==> src/rtl/result_hold_bank_pkg.sv <==
// Shared definitions for the result hold bank: opcodes and FSM state encoding.
package calc_pkg;

  localparam logic [2:0] OP_CAPTURE = 3'b011;
  localparam logic [2:0] OP_CLEAR   = 3'b100;
  localparam logic [2:0] OP_RECALL  = 3'b101;

  typedef enum logic [1:0] {
    ST_IDLE  = 2'd0,
    ST_ARMED = 2'd1,
    ST_HOLD  = 2'd2
  } state_e;

endpackage

==> src/rtl/result_hold_bank_if.sv <==
// Bus between the ALU result/opcode source and the hold bank feeding the display driver.
interface result_hold_bank_if #(
  parameter int WIDTH = 8,
  parameter int SLOTS = 4
);
  localparam int PW = $clog2(SLOTS);

  logic [WIDTH-1:0] A;
  logic [2:0]       Sel;
  logic [PW-1:0]    rd_slot;
  logic [WIDTH-1:0] Out;
  logic             valid;
  logic             captured;
  logic [PW:0]      count;
  logic             full;

  modport master (
    output A, Sel, rd_slot,
    input  Out, valid, captured, count, full
  );

  modport slave (
    input  A, Sel, rd_slot,
    output Out, valid, captured, count, full
  );

endinterface

==> src/rtl/result_hold_bank_stability.sv <==
// Tracks how many consecutive identical samples of A have been seen; stable once the
// current sample would be the STABLE_CYCLES-th identical one.
module stability_detector #(
  parameter int WIDTH         = 8,
  parameter int STABLE_CYCLES = 2
) (
  input  logic             clock,
  input  logic             reset,
  input  logic [WIDTH-1:0] A,
  output logic             stable
);
  localparam int RW = $clog2(STABLE_CYCLES + 1);
  localparam logic [RW-1:0] RUN_MAX = RW'(STABLE_CYCLES);
  localparam logic [RW-1:0] RUN_TGT = RW'(STABLE_CYCLES - 1);

  logic [WIDTH-1:0] prev_q, prev_d;
  logic [RW-1:0]    run_q, run_d;
  logic             same;

  // NOTE: every always_comb output gets a default first so no path leaves it unassigned
  // and infers a latch.
  always_comb begin
    same   = (A == prev_q);
    prev_d = A;
    run_d  = RW'(1);
    if (same) run_d = (run_q >= RUN_MAX) ? RUN_MAX : run_q + 1'b1;
    stable = same && (run_q >= RUN_TGT);
  end

  // NOTE: reset is synchronous here, so it is tested inside the clocked block rather than
  // appearing in the sensitivity list.
  always_ff @(posedge clock) begin
    if (reset) begin
      prev_q <= '0;
      run_q  <= '0;
    end else begin
      prev_q <= prev_d;
      run_q  <= run_d;
    end
  end

endmodule

==> src/rtl/result_hold_bank.sv <==
// Captures a stable ALU result on request, keeps a ring of past captures and can recall them.
module result_hold_bank
  import calc_pkg::*;
#(
  parameter int WIDTH         = 8,
  parameter int STABLE_CYCLES = 2,
  parameter int SLOTS         = 4
) (
  input  logic              clock,
  input  logic              reset,
  result_hold_bank_if.slave bus
);
  localparam int PW = $clog2(SLOTS);
  localparam logic [PW:0] SLOTS_C = (PW + 1)'(SLOTS);

  state_e           state_q, state_d;
  logic [WIDTH-1:0] out_q, out_d;
  logic             valid_q, valid_d;
  logic             captured_q, captured_d;
  logic [PW:0]      count_q, count_d;
  logic [PW-1:0]    wr_ptr_q, wr_ptr_d;
  logic [WIDTH-1:0] ring_q [SLOTS];
  logic             ring_we;
  logic [PW-1:0]    rd_idx;
  logic             stable;

  stability_detector #(
    .WIDTH         (WIDTH),
    .STABLE_CYCLES (STABLE_CYCLES)
  ) u_stability (
    .clock  (clock),
    .reset  (reset),
    .A      (bus.A),
    .stable (stable)
  );

  // Slot 0 is the most recent capture, i.e. the entry just behind the write pointer.
  assign rd_idx = wr_ptr_q - 1'b1 - bus.rd_slot;

  always_comb begin
    state_d    = ST_IDLE;
    out_d      = out_q;
    valid_d    = valid_q;
    captured_d = 1'b0;
    count_d    = count_q;
    wr_ptr_d   = wr_ptr_q;
    ring_we    = 1'b0;

    unique case (bus.Sel)
      OP_CAPTURE: begin
        if (state_q == ST_HOLD) begin
          state_d = ST_HOLD;
        end else if (stable) begin
          state_d    = ST_HOLD;
          out_d      = bus.A;
          valid_d    = 1'b1;
          captured_d = 1'b1;
          ring_we    = 1'b1;
          wr_ptr_d   = wr_ptr_q + 1'b1;
          count_d    = (count_q == SLOTS_C) ? count_q : count_q + 1'b1;
        end else begin
          state_d = ST_ARMED;
        end
      end
      OP_CLEAR: begin
        out_d    = '0;
        valid_d  = 1'b0;
        count_d  = '0;
        wr_ptr_d = '0;
      end
      OP_RECALL: begin
        if ({1'b0, bus.rd_slot} < count_q) begin
          out_d   = ring_q[rd_idx];
          valid_d = 1'b1;
        end
      end
      default: ;
    endcase
  end

  // NOTE: state registers use non-blocking assignments so every flop samples pre-edge values.
  always_ff @(posedge clock) begin
    if (reset) begin
      state_q    <= ST_IDLE;
      out_q      <= '0;
      valid_q    <= 1'b0;
      captured_q <= 1'b0;
      count_q    <= '0;
      wr_ptr_q   <= '0;
    end else begin
      state_q    <= state_d;
      out_q      <= out_d;
      valid_q    <= valid_d;
      captured_q <= captured_d;
      count_q    <= count_d;
      wr_ptr_q   <= wr_ptr_d;
    end
  end

  // NOTE: the ring is storage, not control; it is never read before being written (count
  // gates recall), so it carries no reset and can map onto plain register-file cells.
  always_ff @(posedge clock) begin
    if (ring_we) ring_q[wr_ptr_q] <= bus.A;
  end

  assign bus.Out      = out_q;
  assign bus.valid    = valid_q;
  assign bus.captured = captured_q;
  assign bus.count    = count_q;
  assign bus.full     = (count_q == SLOTS_C);

endmodule

==> src/flat_wrapper.sv <==
// flat-port wrapper written by rule: the top's interface ports become plain ports
module result_hold_bank_flat import calc_pkg::*;
#(
  parameter int WIDTH         = 8,
  parameter int STABLE_CYCLES = 2,
  parameter int SLOTS         = 4
)
  (clock, reset, bus_A, bus_Sel, bus_rd_slot, bus_Out, bus_valid, bus_captured, bus_count, bus_full);
  result_hold_bank_if #(.WIDTH(WIDTH), .SLOTS(SLOTS)) bus_i ();
  input  logic clock;
  input  logic reset;
  input wire logic [$bits(bus_i.A)-1:0] bus_A;
  input wire logic [$bits(bus_i.Sel)-1:0] bus_Sel;
  input wire logic [$bits(bus_i.rd_slot)-1:0] bus_rd_slot;
  output wire logic [$bits(bus_i.Out)-1:0] bus_Out;
  output wire logic [$bits(bus_i.valid)-1:0] bus_valid;
  output wire logic [$bits(bus_i.captured)-1:0] bus_captured;
  output wire logic [$bits(bus_i.count)-1:0] bus_count;
  output wire logic [$bits(bus_i.full)-1:0] bus_full;
  assign bus_i.A = bus_A;
  assign bus_i.Sel = bus_Sel;
  assign bus_i.rd_slot = bus_rd_slot;
  assign bus_Out = bus_i.Out;
  assign bus_valid = bus_i.valid;
  assign bus_captured = bus_i.captured;
  assign bus_count = bus_i.count;
  assign bus_full = bus_i.full;
  result_hold_bank #(.WIDTH(WIDTH), .STABLE_CYCLES(STABLE_CYCLES), .SLOTS(SLOTS)) u_core (.clock(clock), .reset(reset), .bus(bus_i));
endmodule
==> config.mk <==
export PLATFORM = sky130hd
export DESIGN_NAME = result_hold_bank_flat
export DESIGN_NICKNAME = d
export VERILOG_FILES = /design/src/rtl/result_hold_bank_pkg.sv /design/src/rtl/result_hold_bank_if.sv /design/src/rtl/result_hold_bank_stability.sv /design/src/rtl/result_hold_bank.sv /design/src/flat_wrapper.sv
export SDC_FILE = /design/constraint.sdc
export NUM_CORES = 1
export LEC_CHECK = 0
export ABC_AREA = 1
export BUFFER_PORTS_ARGS = -buffer_cell sky130_fd_sc_hd__buf_4
export CORE_ASPECT_RATIO = 1.4
export CORE_MARGIN = 3
export CORE_UTILIZATION = 45
export DETAILED_ROUTE_END_ITERATION = 12
export SLEW_MARGIN = 10
export SYNTH_ARGS = -nofsm -noshare
export SYNTH_HDL_FRONTEND = slang
export SYNTH_SLANG_ARGS = --single-unit
export TNS_END_PERCENT = 5
==> constraint.sdc <==
create_clock -name clock -period 2.4 [get_ports clock]
set_clock_uncertainty 0.05 [all_clocks]
set_input_delay 0.6 -clock clock [delete_from_list [all_inputs] [get_ports clock]]
set_output_delay 0.6 -clock clock [all_outputs]
set_load 0.05 [all_outputs]
## After elaboration in Yosys (flattened, before gate mapping)

Memories as Yosys holds them, arrays and structs flattened.
Index checks and enable logic that the tools add are counted.
Widths: inputs -> output; s select.

| storage, ports and cells | value |
|---|---|
| logic and storage cells | 64 |
| input bits | 15 |
| output and inout port bits | 14 |
| register bits after elaboration | 27 |
| bits in writable memories | 32 |
| memories | 1 |

Memories:

| memory | depth | bits a word | rd ports | clocked after memory_dff | wr ports | RTL line | text |
|---|---|---|---|---|---|---|---|
| u_core.ring_q | 4 | 8 | 1 | 0 | 1 | result_hold_bank.sv:22 | `logic [WIDTH-1:0] ring_q [SLOTS];` |

| cells by class | value |
|---|---|
| $add $sub $neg | 5 |
| equal/unequal tests | 10 |
| mux-type cells | 24 |
| reductions and logical operators | 9 |
| $lt $le $gt $ge | 3 |
| bitwise gates (word level) | 2 |

Operators by type and width:

| kind | number |
|---|---|
| $mux 8 | 3 |
| $pmux 8 s3 | 1 |
| $mux 2 | 5 |
| $eq 3x3->1 const B | 3 |
| $mux 1 | 9 |
| $mux 3 | 3 |
| $eq 8x8->1 | 1 |
| $reduce_and 4->1 | 2 |
| $pmux 3 s2 | 1 |
| $add 2x1->2 const B | 2 |
| $ne 2x1->1 const B | 2 |
| $ne 2x2->1 const B | 2 |
| $pmux 2 s2 | 1 |
| $reduce_or 2->1 | 2 |
| $add 3x1->3 const B | 1 |
| $eq 3x2->1 const B | 1 |
| $lt 2x3->1 | 1 |
| $pmux 1 s3 | 1 |
| $reduce_and 3->1 | 1 |
| $reduce_bool 3->1 | 1 |
| $reduce_or 3->1 | 1 |
| $eq 2x2->1 const B | 1 |
| $ge 2x1->1 const B | 1 |
| $ge 2x2->1 const B | 1 |
| other kinds (5) | 6 |

## Longest topological paths before layout

| depth | value |
|---|---|
| word-level depth | 7 |
| gate-level depth with buffers | 12 |
| gate-level depth less buffers | 12 |

## By module

A second synthesis with hierarchy kept.

| unflattened totals | value |
|---|---|
| cells, all modules | 323 |
| area, all modules | 2,793.9 um2 |

Modules (own cells, without submodules):

| module | cells an instance | area each (um2) | instances | sequential area each (um2) |
|---|---|---|---|---|
| result_hold_bank | 260 | 2,381.0 | 1 | 1,301.2 |
| stability_detector | 63 | 412.9 | 1 | 200.2 |

## Worst setup path after synthesis

Ideal clock, no wire load.

| path | value |
|---|---|
| path type | input to register |
| start point | input bus_A[5] |
| end point | memory u_core.ring_q[0][0] (enable) |
| stages | 8 |
| slack | 263 ps |
| path buffers | 0 |
| library setup time | 371 ps |
| data arrival time | 1,716 ps |
| path through | inv_1 > nand2_1 > nand2_1 > nor3b_1 > nand4_1 > nor2_1 > nand3_1 > nor2_1 |

| on the way | value |
|---|---|
| word-level cells in the longest chain between the ends | 7 |

RTL lines:

| item | RTL line | text |
|---|---|---|
| from (decl) | flat_wrapper.sv:12 | `input wire logic [$bits(bus_i.A)-1:0] bus_A;` |
| $eq 8x8->1 | result_hold_bank_stability.sv:23 | `same = (A == prev_q);` |
| $logic_and 1x1->1 | result_hold_bank_stability.sv:27 | `stable = same && (run_q >= RUN_TGT);` |
| $mux 1 | result_hold_bank.sv:53 | `end else if (stable) begin` |
| $mux 1 | result_hold_bank.sv:51 | `if (state_q == ST_HOLD) begin` |
| $mux 1 | result_hold_bank.sv:49 | `unique case (bus.Sel)` |
| $mux 1 | result_hold_bank.sv:103 | `if (ring_we) ring_q[wr_ptr_q] <= bus.A;` |
| $mux 1 (not written as such) | result_hold_bank.sv:103 |  |
| to (decl) | result_hold_bank.sv:22 |  |

Every way passes these cells.

## Final worst setup path

| path | value |
|---|---|
| start point | register u_core.count_q[0], in the netlist u_core.bus.count[0] |
| end point | output bus_full |

| on the way | value |
|---|---|
| word-level cells in the longest chain between the ends | 1 |

RTL lines:

| item | RTL line | text |
|---|---|---|
| from (decl) | result_hold_bank.sv:20 | `logic [PW:0] count_q, count_d;` |
| from (signal assigned) | result_hold_bank.sv:95 | `count_q <= count_d;` |
| $eq 3x3->1 | result_hold_bank.sv:110 | `assign bus.full = (count_q == SLOTS_C);` |
| to (decl) | flat_wrapper.sv:19 | `output wire logic [$bits(bus_i.full)-1:0] bus_full;` |

Every way passes these cells.

==> impl_metrics.csv <==
group,metric,value,unit
global_routing,overflow,0,
route,route.detailed.drc,0,
placement,placed_area,3090,µm²
sta,finalSetupViolations,0,
cells_and_area,final_common_cell,"nand2_1",
clock_network,ctsHoldBuffers,0,
clock_network,cts_resized,0,
floorplanning,die_w,72.1,µm
clock_network,path_clk_slew,0.07,ns
power,powerDensity,669,nW/µm²
cells_and_area,fillers,551,
setup_path,cp_max_fo,4,
status,status,"complete, no violations",
setup_path,cp-start-kind,"register",
setup_path,cp_common_cell,"inv_1",
route,final_antenna_net_count,0,
cells_and_area,area_growth,18.9,%
sta,whs,0.409,ns
floorplanning,die_h,98.5,µm
synthesis,synthesis.instances,315,
cells_and_area,post-route-util,55.4,%
synthesis,synth-seq-cells,59,
setup_path,cp.arrival,1.31,ns
synthesis,syn_area,2750,µm²
route,post_drt_wl_per_cell,13.7,µm
setup_path,crit_buf_inv,3,
cells_and_area,nNetsFinal,381,
setup_path,cp.depth,5,
synthesis,async_flop_share,0,%
route,finalWirelength,5920,µm
clock_network,insertion_delay,0.33,ns
route,drt-initial-drc-count,135,
floorplanning,initial_core_util,46.6,%
floorplanning,core_area,5900,µm²
placement,numPortBuffers,28,
sta,tns,0,ns
cells_and_area,fin_cells,433,
clock_network,tritoncts,"built",
hold_path,hold_path_depth,2,
placement,gp_congestion,0.797,
clock_network,htree_levels,3,
setup_path,cp_slowest_cell,"dfxtp_1",
cells_and_area,drive_above_1_share,17.6,%
synthesis,synth_area_leaders,"edfxtp_1 (35%), dfxtp_1 (20%), nand2_1 (11%)",
hold_path,hold_class,"reg -> reg",
setup_path,end_kind,"output pin",
clock_network,cts_buffer_depth,2,
setup_path,critPathKind,"reg -> out",
power,p_leak,1.46,nW
setup_path,crit_family,"flip-flops",
global_routing,grt_max_degree,22,
setup_path,rr_worst_depth,8,
sta,fmax,0.510,GHz
global_routing,antenna_found_initial,0,
setup_path,crit_chain,"inv_1 > ha_1 > nand2_1 > inv_1 > buf_4",
floorplanning,ios,29,
clock_network,root_buffer,"clkbuf_8",
route,firstDrtPassIters,5,
cells_and_area,design_area,3270,µm²
clock_network,clock_sinks,59,
sta,worst_slew_margin_rel,72.0,%
route,via_per_inst,4.93,
setup_path,worst_path_largest_cell_delay,0.38,ns
synthesis,synth_edf_count,32,
placement,place_inst,417,
global_routing,grt_pass1_vias,2050,
synthesis,synthDistinctLibCells,30,
route,dr_total_vias,2136,
cells_and_area,final_cell_mix,"nand2_1 (78), nor2_1 (48), inv_1 (39), buf_4 (38), edfxtp_1 (32)",
setup_path,critPathRequiredTime,1.75,ns
synthesis,syn_nets,338,
global_routing,grt_usage,18.2,%
clock_network,post_cts_buffers,0,
sta,rsz0062_at_grt,"no",
power,peakVddDrop,0.343,mV
sta,fin_crit,1.96,ns
synthesis,synth.yosys.seq_area_share,54.5,%
floorplanning,rows,33,
global_routing,grt_pass1_wl,9650,µm
cells_and_area,multi_input_area,1060,µm²
synthesis,synthFlopType,"edfxtp_1",
synthesis,yosys_warnings,0,
flow_run,cap_violations,0,
floorplanning,dieArea,7100,µm²
sta,maxSlewViolCount,0,
synthesis,syn_area_per_cell,8.74,µm²
synthesis,synth_top_area_share,34.9,%
sta,worst_pin_slew,0.420,ns
sta,min_period_over_period,81.6,%
placement,hpwlAfterDp,4220,µm
clock_network,cts_inserted_buffers,9,
synthesis,synth_top_cell_by_area,"edfxtp_1",
cells_and_area,antenna_cells,0,
sta,hold_viol_final,0,
cells_and_area,regArea,1500,µm²
-- worst paths after layout --
kind	endpoint	slack, ns	start
setup / recovery	bus_full	0.44	u_core.bus.count[0]$_SDFFE_PP0P_
hold / removal	u_core.bus.Out[6]$_SDFFE_PP0P_	0.41	u_core.bus.Out[6]$_SDFFE_PP0P_
setup reg to reg	u_core.bus.Out[6]$_SDFFE_PP0P_	0.64	u_core.wr_ptr_q[0]$_SDFFE_PP0P_
hold reg to reg	u_core.bus.Out[6]$_SDFFE_PP0P_	0.41	u_core.bus.Out[6]$_SDFFE_PP0P_
-- through the flow --
stage | total power, W | worst slack (ns)
2_1_floorplan | 0.00129 | 0.263
3_3_place_gp | 0.00138 | 0.201
3_5_place_dp | 0.00138 | 0.202
4_1_cts | 0.00221 | 0.436
5_1_grt | 0.00227 | 0.247
6_report | 0.00219 | 0.441
-- report_power, final --
part	switching [W]	leakage, nW	internal (W)
Sequential	0.0000114	0.509	0.00108
Clock	0.000367	0.0956	0.000463
Combinational	0.000175	0.854	0.0000898
Total	0.000554	1.46	0.00164
-- cell families (layout without fill, tap and decap cells) --
logic type	count (synthesis)	count (layout)	synth area share (%)
buf+inv	47	95	6.91
compound gates	27	27	5.45
simple gates	164	164	25.9
flops	59	59	54.5
mux	8	8	2.91
fa+ha+maj	8	8	3.64
xor+xnor	2	2	0.636
-- cell usage after synthesis, types with 2 or more instances --
library cell / instances
ha_1: 8
clkbuf_1: 2
nand2_1: 78
mux2i_1: 8
dfxtp_1: 27
nor2_1: 48
inv_2: 2
a21oi_1: 14
o21ai_0: 11
nand3_1: 24
nor3b_1: 2
inv_1: 39
nor3_1: 2
nand2_4: 2
edfxtp_1: 32
buf_2: 2
-- cell type report --
cell class	instances	share of cell area (%)
tap	70	2.68
inverter	41	4.70
clock inverter	2	0.306
clock buffer	14	5.31
sequential	59	45.9
multi-input combinational	209	32.4
timing repair buffer	38	8.72
-- metal layers --
metal,vias to the layer above,share of wire [%],track usage [%]
li1,1098,-,-
met2,51,50,30.5
met3,13,4.0,3.47
met5,-,0,0
met1,974,43,21.6
met4,0,2.8,9.84
-- worst register-to-register path, cell delays in order, from the launching register on --
cell	delay, ns
dfxtp_1	0.38
ha_1	0.29
inv_1	0.25
nor2_1	0.08
o21ai_0	0.26
nand3_1	0.10
nand2_1	0.08
nand3_1	0.07
a21oi_1	0.14
-- registers in the layout (all words and copies together) (netlist names) --
register / count
u_core.bus.Out: 8
u_core.bus.captured: 1
u_core.bus.count: 3
u_core.bus.valid: 1
u_core.ring_q: 32
u_core.state_q: 2
u_core.u_stability.prev_q: 8
u_core.u_stability.run_q: 2
u_core.wr_ptr_q: 2
Note: power is estimated with default switching activity, not from simulation.
